`config.mk`:
```
export PLATFORM = sky130hd
export DESIGN_NAME = load_issue_scheduler
export DESIGN_NICKNAME = d
export VERILOG_FILES = /design/src/rtl/load_issue_scheduler.sv
export SDC_FILE = /design/constraint.sdc
export NUM_CORES = 1
export LEC_CHECK = 0
export ABC_CLOCK_PERIOD_IN_PS = 25100
export BUFFER_PORTS_ARGS = -buffer_cell sky130_fd_sc_hd__buf_2
export CAP_MARGIN = 40
export CELL_PAD_IN_SITES_DETAIL_PLACEMENT = 1
export CELL_PAD_IN_SITES_GLOBAL_PLACEMENT = 1
export CORE_MARGIN = 2
export CORE_UTILIZATION = 40
export CTS_BUF_LIST = sky130_fd_sc_hd__clkbuf_8 sky130_fd_sc_hd__clkbuf_16
export CTS_CLUSTER_SIZE = 40
export DETAILED_ROUTE_END_ITERATION = 8
export GPL_TIMING_DRIVEN = 0
export HOLD_SLACK_MARGIN = 0.1
export PLACE_DENSITY_LB_ADDON = 0.1
export SETUP_SLACK_MARGIN = 0.02
export SLEW_MARGIN = 10
export SYNTH_ARGS = -nofsm -noshare
export SYNTH_HDL_FRONTEND = slang
export SYNTH_SLANG_ARGS = --single-unit
```
`constraint.sdc`:
```
create_clock -name clk_i -period 25.1 [get_ports clk_i]
set_input_delay 0 -clock clk_i [delete_from_list [all_inputs] [get_ports clk_i]]
set_output_delay 0 -clock clk_i [all_outputs]
set_load 0.03 [all_outputs]
```
`src/rtl/load_issue_scheduler.sv`:
```
`default_nettype none
// ============================================================================
// Module   : load_issue_scheduler
// Purpose  : Circular load queue with an oldest-first issue scheduler for the
//            out-of-order LSU. Loads are allocated at the tail by dispatch,
//            receive their effective address from the AGU, and are issued one
//            at a time onto the single data-memory port. The oldest
//            address-ready, unissued load wins. Age is the ROB-tag distance
//            from the ROB head. Entries retire from the head on commit.
// Ports    : clk_i, reset_i           clock / synchronous active-high reset
//            alloc_valid_i, alloc_rob_tag_i, alloc_ready_o, alloc_idx_o
//                                      dispatch allocation at the tail
//            addr_valid_i, addr_idx_i, addr_i
//                                      AGU address delivery
//            rob_head_i                ROB head tag, the age reference
//            mem_req_valid_o, mem_req_addr_o, mem_req_rob_tag_o,
//            mem_req_ready_i, mem_resp_valid_i
//                                      memory port, one request outstanding
//            commit_valid_i, head_done_o
//                                      in-order retirement
//            flush_i                   squash the whole queue
// Revision : 1.0 - initial release
// ============================================================================
module load_issue_scheduler #(
  parameter  int LQ_SIZE       = 8,
  parameter  int ROB_TAG_WIDTH = 5,
  parameter  int XLEN          = 32,
  localparam int IDX_W         = $clog2(LQ_SIZE)
) (
  input  logic                     clk_i,
  input  logic                     reset_i,
  input  logic                     alloc_valid_i,
  input  logic [ROB_TAG_WIDTH-1:0] alloc_rob_tag_i,
  output logic                     alloc_ready_o,
  output logic [IDX_W-1:0]         alloc_idx_o,
  input  logic                     addr_valid_i,
  input  logic [IDX_W-1:0]         addr_idx_i,
  input  logic [XLEN-1:0]          addr_i,
  input  logic [ROB_TAG_WIDTH-1:0] rob_head_i,
  output logic                     mem_req_valid_o,
  output logic [XLEN-1:0]          mem_req_addr_o,
  output logic [ROB_TAG_WIDTH-1:0] mem_req_rob_tag_o,
  input  logic                     mem_req_ready_i,
  input  logic                     mem_resp_valid_i,
  input  logic                     commit_valid_i,
  input  logic                     flush_i,
  output logic                     head_done_o
);

  localparam logic [1:0] c_IDLE  = 2'd0;
  localparam logic [1:0] c_REQ   = 2'd1;
  localparam logic [1:0] c_WAIT  = 2'd2;
  localparam logic [1:0] c_DRAIN = 2'd3;

  // Per-entry storage
  logic [LQ_SIZE-1:0]       valid_q;
  logic [LQ_SIZE-1:0]       addr_ok_q;
  logic [LQ_SIZE-1:0]       issued_q;
  logic [LQ_SIZE-1:0]       done_q;
  logic [ROB_TAG_WIDTH-1:0] tag_q  [LQ_SIZE];
  logic [XLEN-1:0]          addr_q [LQ_SIZE];

  logic [IDX_W-1:0]         head_q;
  logic [IDX_W-1:0]         tail_q;
  logic [IDX_W:0]           count_q;
  logic [IDX_W:0]           count_d;

  logic [1:0]               state_q;
  logic [1:0]               state_d;

  // Outstanding request, latched at issue
  logic [XLEN-1:0]          req_addr_q;
  logic [ROB_TAG_WIDTH-1:0] req_tag_q;
  logic [IDX_W-1:0]         req_idx_q;

  logic [LQ_SIZE-1:0]       w_elig;
  logic                     w_any_elig;
  logic [IDX_W-1:0]         w_sel_idx;
  logic [ROB_TAG_WIDTH-1:0] w_sel_age;
  logic [ROB_TAG_WIDTH-1:0] w_age;
  logic                     w_alloc_fire;
  logic                     w_commit_fire;
  logic                     w_handshake;
  logic                     w_issue;
  logic                     w_resp_done;

  assign alloc_ready_o     = (count_q < (IDX_W+1)'(LQ_SIZE));
  assign alloc_idx_o       = tail_q;
  assign head_done_o       = valid_q[head_q] & done_q[head_q];
  assign mem_req_addr_o    = req_addr_q;
  assign mem_req_rob_tag_o = req_tag_q;

  assign w_elig        = valid_q & addr_ok_q & ~issued_q;
  assign w_alloc_fire  = alloc_valid_i & alloc_ready_o;
  assign w_commit_fire = commit_valid_i & head_done_o;
  assign w_handshake   = mem_req_valid_o & mem_req_ready_i;
  assign w_issue       = (state_q == c_IDLE) & w_any_elig & ~flush_i;
  assign w_resp_done   = (state_q == c_WAIT) & mem_resp_valid_i & ~flush_i;

  // Oldest-eligible pick. Age is the unsigned modular distance of the tag
  // from the ROB head, so tags that wrapped past zero still sort correctly.
  always_comb begin
    w_any_elig = 1'b0;
    w_sel_idx  = '0;
    w_sel_age  = '0;
    w_age      = '0;
    for (int i = 0; i < LQ_SIZE; i++) begin
      w_age = tag_q[i] - rob_head_i;
      if (w_elig[i] && (!w_any_elig || (w_age < w_sel_age))) begin
        w_any_elig = 1'b1;
        w_sel_idx  = IDX_W'(i);
        w_sel_age  = w_age;
      end
    end
  end

  always_comb begin
    count_d = count_q;
    if (w_alloc_fire && !w_commit_fire) begin
      count_d = count_q + 1'b1;
    end else if (!w_alloc_fire && w_commit_fire) begin
      count_d = count_q - 1'b1;
    end
  end

  // FSM: state register
  always_ff @(posedge clk_i) begin
    if (reset_i) begin
      state_q <= c_IDLE;
    end else begin
      state_q <= state_d;
    end
  end

  // FSM: next state. A request the memory already accepted must have its
  // response swallowed after a flush, hence DRAIN.
  always_comb begin
    state_d = state_q;
    case (state_q)
      c_IDLE: begin
        if (w_issue) state_d = c_REQ;
      end
      c_REQ: begin
        if (flush_i) begin
          state_d = w_handshake ? c_DRAIN : c_IDLE;
        end else if (w_handshake) begin
          state_d = c_WAIT;
        end
      end
      c_WAIT: begin
        if (mem_resp_valid_i) begin
          state_d = c_IDLE;
        end else if (flush_i) begin
          state_d = c_DRAIN;
        end
      end
      c_DRAIN: begin
        if (mem_resp_valid_i) state_d = c_IDLE;
      end
      default: state_d = c_IDLE;
    endcase
  end

  // FSM: outputs
  always_comb begin
    mem_req_valid_o = (state_q == c_REQ);
  end

  // Queue storage and pointers
  always_ff @(posedge clk_i) begin
    if (reset_i) begin
      valid_q    <= '0;
      addr_ok_q  <= '0;
      issued_q   <= '0;
      done_q     <= '0;
      head_q     <= '0;
      tail_q     <= '0;
      count_q    <= '0;
      req_addr_q <= '0;
      req_tag_q  <= '0;
      req_idx_q  <= '0;
    end else begin
      if (w_issue) begin
        req_addr_q <= addr_q[w_sel_idx];
        req_tag_q  <= tag_q[w_sel_idx];
        req_idx_q  <= w_sel_idx;
      end
      if (flush_i) begin
        valid_q   <= '0;
        addr_ok_q <= '0;
        issued_q  <= '0;
        done_q    <= '0;
        head_q    <= '0;
        tail_q    <= '0;
        count_q   <= '0;
      end else begin
        count_q <= count_d;
        if (w_issue) begin
          issued_q[w_sel_idx] <= 1'b1;
        end
        if (w_resp_done) begin
          done_q[req_idx_q] <= 1'b1;
        end
        if (addr_valid_i && valid_q[addr_idx_i]) begin
          addr_q[addr_idx_i]    <= addr_i;
          addr_ok_q[addr_idx_i] <= 1'b1;
        end
        if (w_alloc_fire) begin
          valid_q[tail_q]   <= 1'b1;
          tag_q[tail_q]     <= alloc_rob_tag_i;
          addr_ok_q[tail_q] <= 1'b0;
          issued_q[tail_q]  <= 1'b0;
          done_q[tail_q]    <= 1'b0;
          tail_q            <= tail_q + 1'b1;
        end
        // Written last so a retiring head is cleared even if the AGU
        // targets it in the same cycle.
        if (w_commit_fire) begin
          valid_q[head_q]   <= 1'b0;
          addr_ok_q[head_q] <= 1'b0;
          issued_q[head_q]  <= 1'b0;
          done_q[head_q]    <= 1'b0;
          head_q            <= head_q + 1'b1;
        end
      end
    end
  end

endmodule
`default_nettype wire

```
# After elaboration in Yosys (flattened, before gate mapping)
# Memories as Yosys holds them, arrays and structs flattened. A register that Yosys moved wholly into a read port is not among the register bits.
# Index checks and enable logic that the tools add are counted.
# W data, S select, Z words.
totals:
  elab_cells: 189
  regBits: 47
  out_inout_bits: 43
  ram_bits: 296
  memories: 2
  latchBits: 0
  romBits: 0
op_classes:
  bitwise_logic: 25
  n_addsub: 12
  reduce_logical: 35
  mux: 81
  div: 0
  eq_ne: 7
  multipliers: 0
  shifts: 0
  order_cmp: 18
memory_table:
  columns: ["memory", "words", "width", "rd", "rd_clocked_by_memory_dff", "write_ports", "line_no", "text"]
  rows:
  - ["addr_q", 8, 32, 1, 1, 1, "61", "logic [XLEN-1:0] addr_q [LQ_SIZE];"]
  - ["tag_q", 8, 5, 9, 1, 1, "60", "logic [ROB_TAG_WIDTH-1:0] tag_q [LQ_SIZE];"]
op_table:
  columns: ["op", "n"]
  rows:
  - ["$mux W8", 25]
  - ["$and A8 B8 Y8", 9]
  - ["$sub A5 B5 Y5", 8]
  - ["$lt A5 B5 Y1", 7]
  - ["$mux W5", 7]
  - ["$or A8 B8 Y8", 4]
  - ["$mux W1", 25]
  - ["$not A8 Y8", 3]
  - ["$lt A3 B4 Y1 const B", 5]
  - ["$mux W3", 6]
  - ["$demux W1 S3", 5]
  - ["$ge A3 B1 Y1 const B", 5]
  - ["$logic_and A1 B1 Y1", 15]
  - ["$mux W2", 7]
  - ["$bmux W1 S3", 3]
  - ["$logic_not A1 Y1", 9]
  - ["$and A1 B1 Y1", 8]
  - ["$mux W4", 2]
  - ["$pmux W2 S4", 1]
  - ["$logic_or A1 B1 Y1", 7]
  - ["$add A3 B1 Y3 const B", 2]
  - ["$add A4 B1 Y4 const B", 1]
  - ["$eq A2 B2 Y1 const B", 2]
  - ["$lt A4 B4 Y1 const B", 1]
  - ["10 further kinds", 11]

# Logic depth before layout (Yosys ltp)
logic_depth:
  depth_word: 45
  depth_mapped: 76

# Worst setup path after synthesis
# Ideal clock, no wire load.
synth_timing:
  kind: "reg-to-reg"
  start: "memory tag_q[0][0]"
  end: "register req_tag_q[1] (netlist: mem_req_rob_tag_o[1]) (read register of tag_q)"
  setup_slack_ns: 11.722
  required_time_ns: 24.980
  synth_period_minus_slack_ns: 13.378
  setup_time_ns: 0.120
  path_stages_with_launch: 71
  t_arrival_ns: 13.258
  n_path_buf: 5
  path_cell_list: "edfxtp_1 > inv_1 > ha_1 > inv_1 > fa_1 > a21o_1 > a21oi_1 > xnor2_1 > nand2_1 > ha_1 > a21oi_1 > o211ai_1 > o21ai_1 > nor2_1 > a21oi_1 > ha_1 > a211o_1 > a21oi_1 > (+35 left out) > nor3b_1 > o211ai_1 > nand2_1 > clkbuf_1 > a21oi_1 > ha_1 > a21o_1 > a21o_1 > a2111oi_0 > o211ai_1 > o31ai_1 > o2111ai_1 > nand2_1 > nor2_1 > clkbuf_1 > a221oi_1 > o21ai_0 > o31a_1"
synth_rtl:
  columns: ["item", "line_no", "text"]
  rows:
  - ["start: declaration", "60", null]
  - ["end: declaration", "73", "logic [ROB_TAG_WIDTH-1:0] req_tag_q;"]

==> results.md <==
* Outcome: finished, final reports clean
* Sequential fraction of the synthesis area at 61.2%
* Remaining antenna violation count at 0
* Worst path most repeated cell: a21oi_1
* Clock Latency Late Sink at 580 ps
* Power density cells at 64.3 mW/mm^2
* Rows at 76
* Period utilization at 68.6%
* Leak at 7.80 nW
* CP Max Fanout at 10
* Post-synth top area cell: edfxtp_1
* Worst slew pin tran at 923 ps
* Crit path max-delay cell type: a2111oi_0
* Max VDD drop at 0.0508 mV
* Root buf cell: clkbuf_16
* Synth warn at 0
* Vias in the first global route at 12394
* Data arrival time of the critical path at 17680 ps
* Share of cells above drive strength 1 at 13.8%
* Synth area leaders: edfxtp_1 (51%), dfxtp_1 (9.7%), mux2i_1 (5.7%)
* Initial Utilization at 40.3%
* Drt pass-1 iters at 5
* RSZ-0062 raised after global routing: no
* Clock transition at path regs at 70 ps
* I/O Pins at 96
* Final clock skew at 18.0 ps
* Detailed Route WL at 50.6 mm
* Wirelength per Cell at 23.1 um
* Synth cell types at 71
* CTS tree: yes
* Post-Route Setup TNS at 0 ps
* Die span in y at 212 um
* Crit path capture type: flip-flop
* Syn_area_per_cell at 12.6 sq um
* Grt ovf at 0
* EDFF count, synth at 296
* Largest net degree at the start of global routing at 24
* Worst Hold Class: in2reg
* Max stage delay on crit path at 660 ps
* Final HPWL from detailed placement at 36.3 mm
* Core area at 0.0429 sq mm
* Mapped Nets at 1496
* Maximum clock path buffer count at 3
* Setup-failing EPs final at 0
* Slew Limit Fails at 0
* Port bufs at 93
* Final Hold Viols at 0
* Mapped Area at 0.0173 sq mm
* Drt via density at 5.39
* Cts bufs inserted at 42
* Post-Synthesis Cells at 1369
* Die footprint at 0.0449 sq mm
* Max cap viols at 0
* Ys async rst share at 0%
* Worst endpoint required time at 25560 ps
* Max-slew headroom at 38.3%
* Via Count at 11827
* CTS sink count at 380
* Yosys top cell area share at 51.5%
* First-pass GRT wire length at 75.8 mm
* Antenna violations before repair at 1
* GP Congestion at 0.789
* Max frequency at 0.0581 GHz
* Htree depth at 2
* Die Wd at 212 um
* Tmin final at 17220 ps
* Setup CP Type: reg2reg
* Layout area overhead at 19.6%
* Initial DRC Count at 658
* Residual DRC at 0
* Tot GR Track Use at 23.0%
* Main flop type after synthesis: edfxtp_1
* FF+latch count, synth at 380
* Crit path launch type: flip-flop
* Most common cell in the netlist: edfxtp_1
* Min Hold Slack at 168 ps
* Final net count at 1704
* Commonest cells in the netlist: edfxtp_1 (296), nor2_1 (194), mux2i_1 (98), a21oi_1 (84), dfxtp_1 (84)
==> report_power, final <==
group	internal, mW	switching [mW]
sequential	0.678	0.000980
combinational	0.0252	0.0366
clock	0.335	0.252
==> logic make-up (layout without fill, tap and decap cells) <==
logic type	count (synthesis)	in the layout	share of synthesized area, %
flip-flops	380	380	61.2
AND/OR/NAND/NOR	356	356	9.35
AO/OA/AOI/OAI	306	306	12.2
multiplexers	113	113	7.05
buffers and inverters	101	341	2.48
adder cells (fa/ha/maj)	74	74	5.75
XOR/XNOR	39	39	1.98
other	0	1	0
==> repair_timing <==
action / CTS / global route
hold buffers: 50 / 0
endpoints found under the setup margin: 0 / 0
setup buffers: 0 / 0
hold endpoints to repair: 329 / 0
gates resized for setup: 0 / 0
==> metal layers <==
layer	global-route usage, %	share of wire (%)	vias up
li1	-	-	5556
met1	30.4	45	5963
met2	39.4	49	248
met3	3.14	4.1	60
met4	7.07	2.1	0
met5	0	0	-
==> flip-flops by register name, summed over array words and instances, names as in the netlist, 5 cells and up <==
name and count:
issued_q 8, done_q 8, tag_q 40, mem_req_rob_tag_o 5
addr_ok_q 8, mem_req_addr_o 32, addr_q 256, valid_q 8
==> worst paths after layout <==
check / startpoint / slack [ps] / end / depth (start not counted)
setup reg to reg: tag_q[0][0] / 7880 / mem_req_rob_tag_o[1] / 70
hold / removal: reset_i / 170 / mem_req_addr_o[21] / 3
setup / recovery: tag_q[0][0] / 7880 / mem_req_rob_tag_o[1] / 70
hold reg to reg: issued_q[3] / 460 / issued_q[3] / 2
==> through the flow <==
stage / std cells / instance area [sq um] / worst slack [ps] / power [mW] / utilization, %
2_1_floorplan: 1369 / 17300 / 11720 / 0.724 / -
3_3_place_gp: 2047 / 18500 / 8490 / 0.745 / 43.1
3_5_place_dp: 2066 / 18800 / 7990 / 0.748 / 43.8
4_1_cts: 2192 / 20600 / 7970 / 1.34 / 48.0
5_1_grt: 2195 / 20700 / 6390 / 1.37 / 48.2
6_report: 2195 / 20700 / 7880 / 1.33 / 48.2
==> cells in the final DEF, fill, tap and decap left out, types with 29 or more instances in the layout <==
| cell | count |
|---|---|
| inv_1 | 55 |
| edfxtp_1 | 296 |
| clkbuf_1 | 37 |
| dfxtp_1 | 84 |
| ha_1 | 65 |
| dlygate4sd3_1 | 50 |
| buf_2 | 102 |
| a21oi_1 | 84 |
| o21ai_0 | 36 |
| nor2_1 | 188 |
| nand2_1 | 67 |
| clkbuf_16 | 43 |
| o31a_1 | 29 |
| mux2i_1 | 98 |
==> area by class of cell <==
cell class,instances,area (sq um)
buffer,62,282
clock inverter,25,123
multi-input combinational,888,6330
inverter,39,146
sequential,380,10600
fill,4443,22200
clock buffer,51,1190
antenna,1,2.50
tap,585,732
timing repair buffer,164,1280
==> worst max-delay path, delay by kind of cell, from the launching register on <==
family / cells / cell delay, ps
AOI/OAI and AO/OA: 34 / 8410
and+or+nand+nor: 17 / 3230
adders and majority gates: 9 / 2600
buffers and inverters: 7 / 1800
muxes: 2 / 470
DFF: 1 / 390
xor gates and xnor gates: 1 / 190
(Power assumes the default switching activity.)
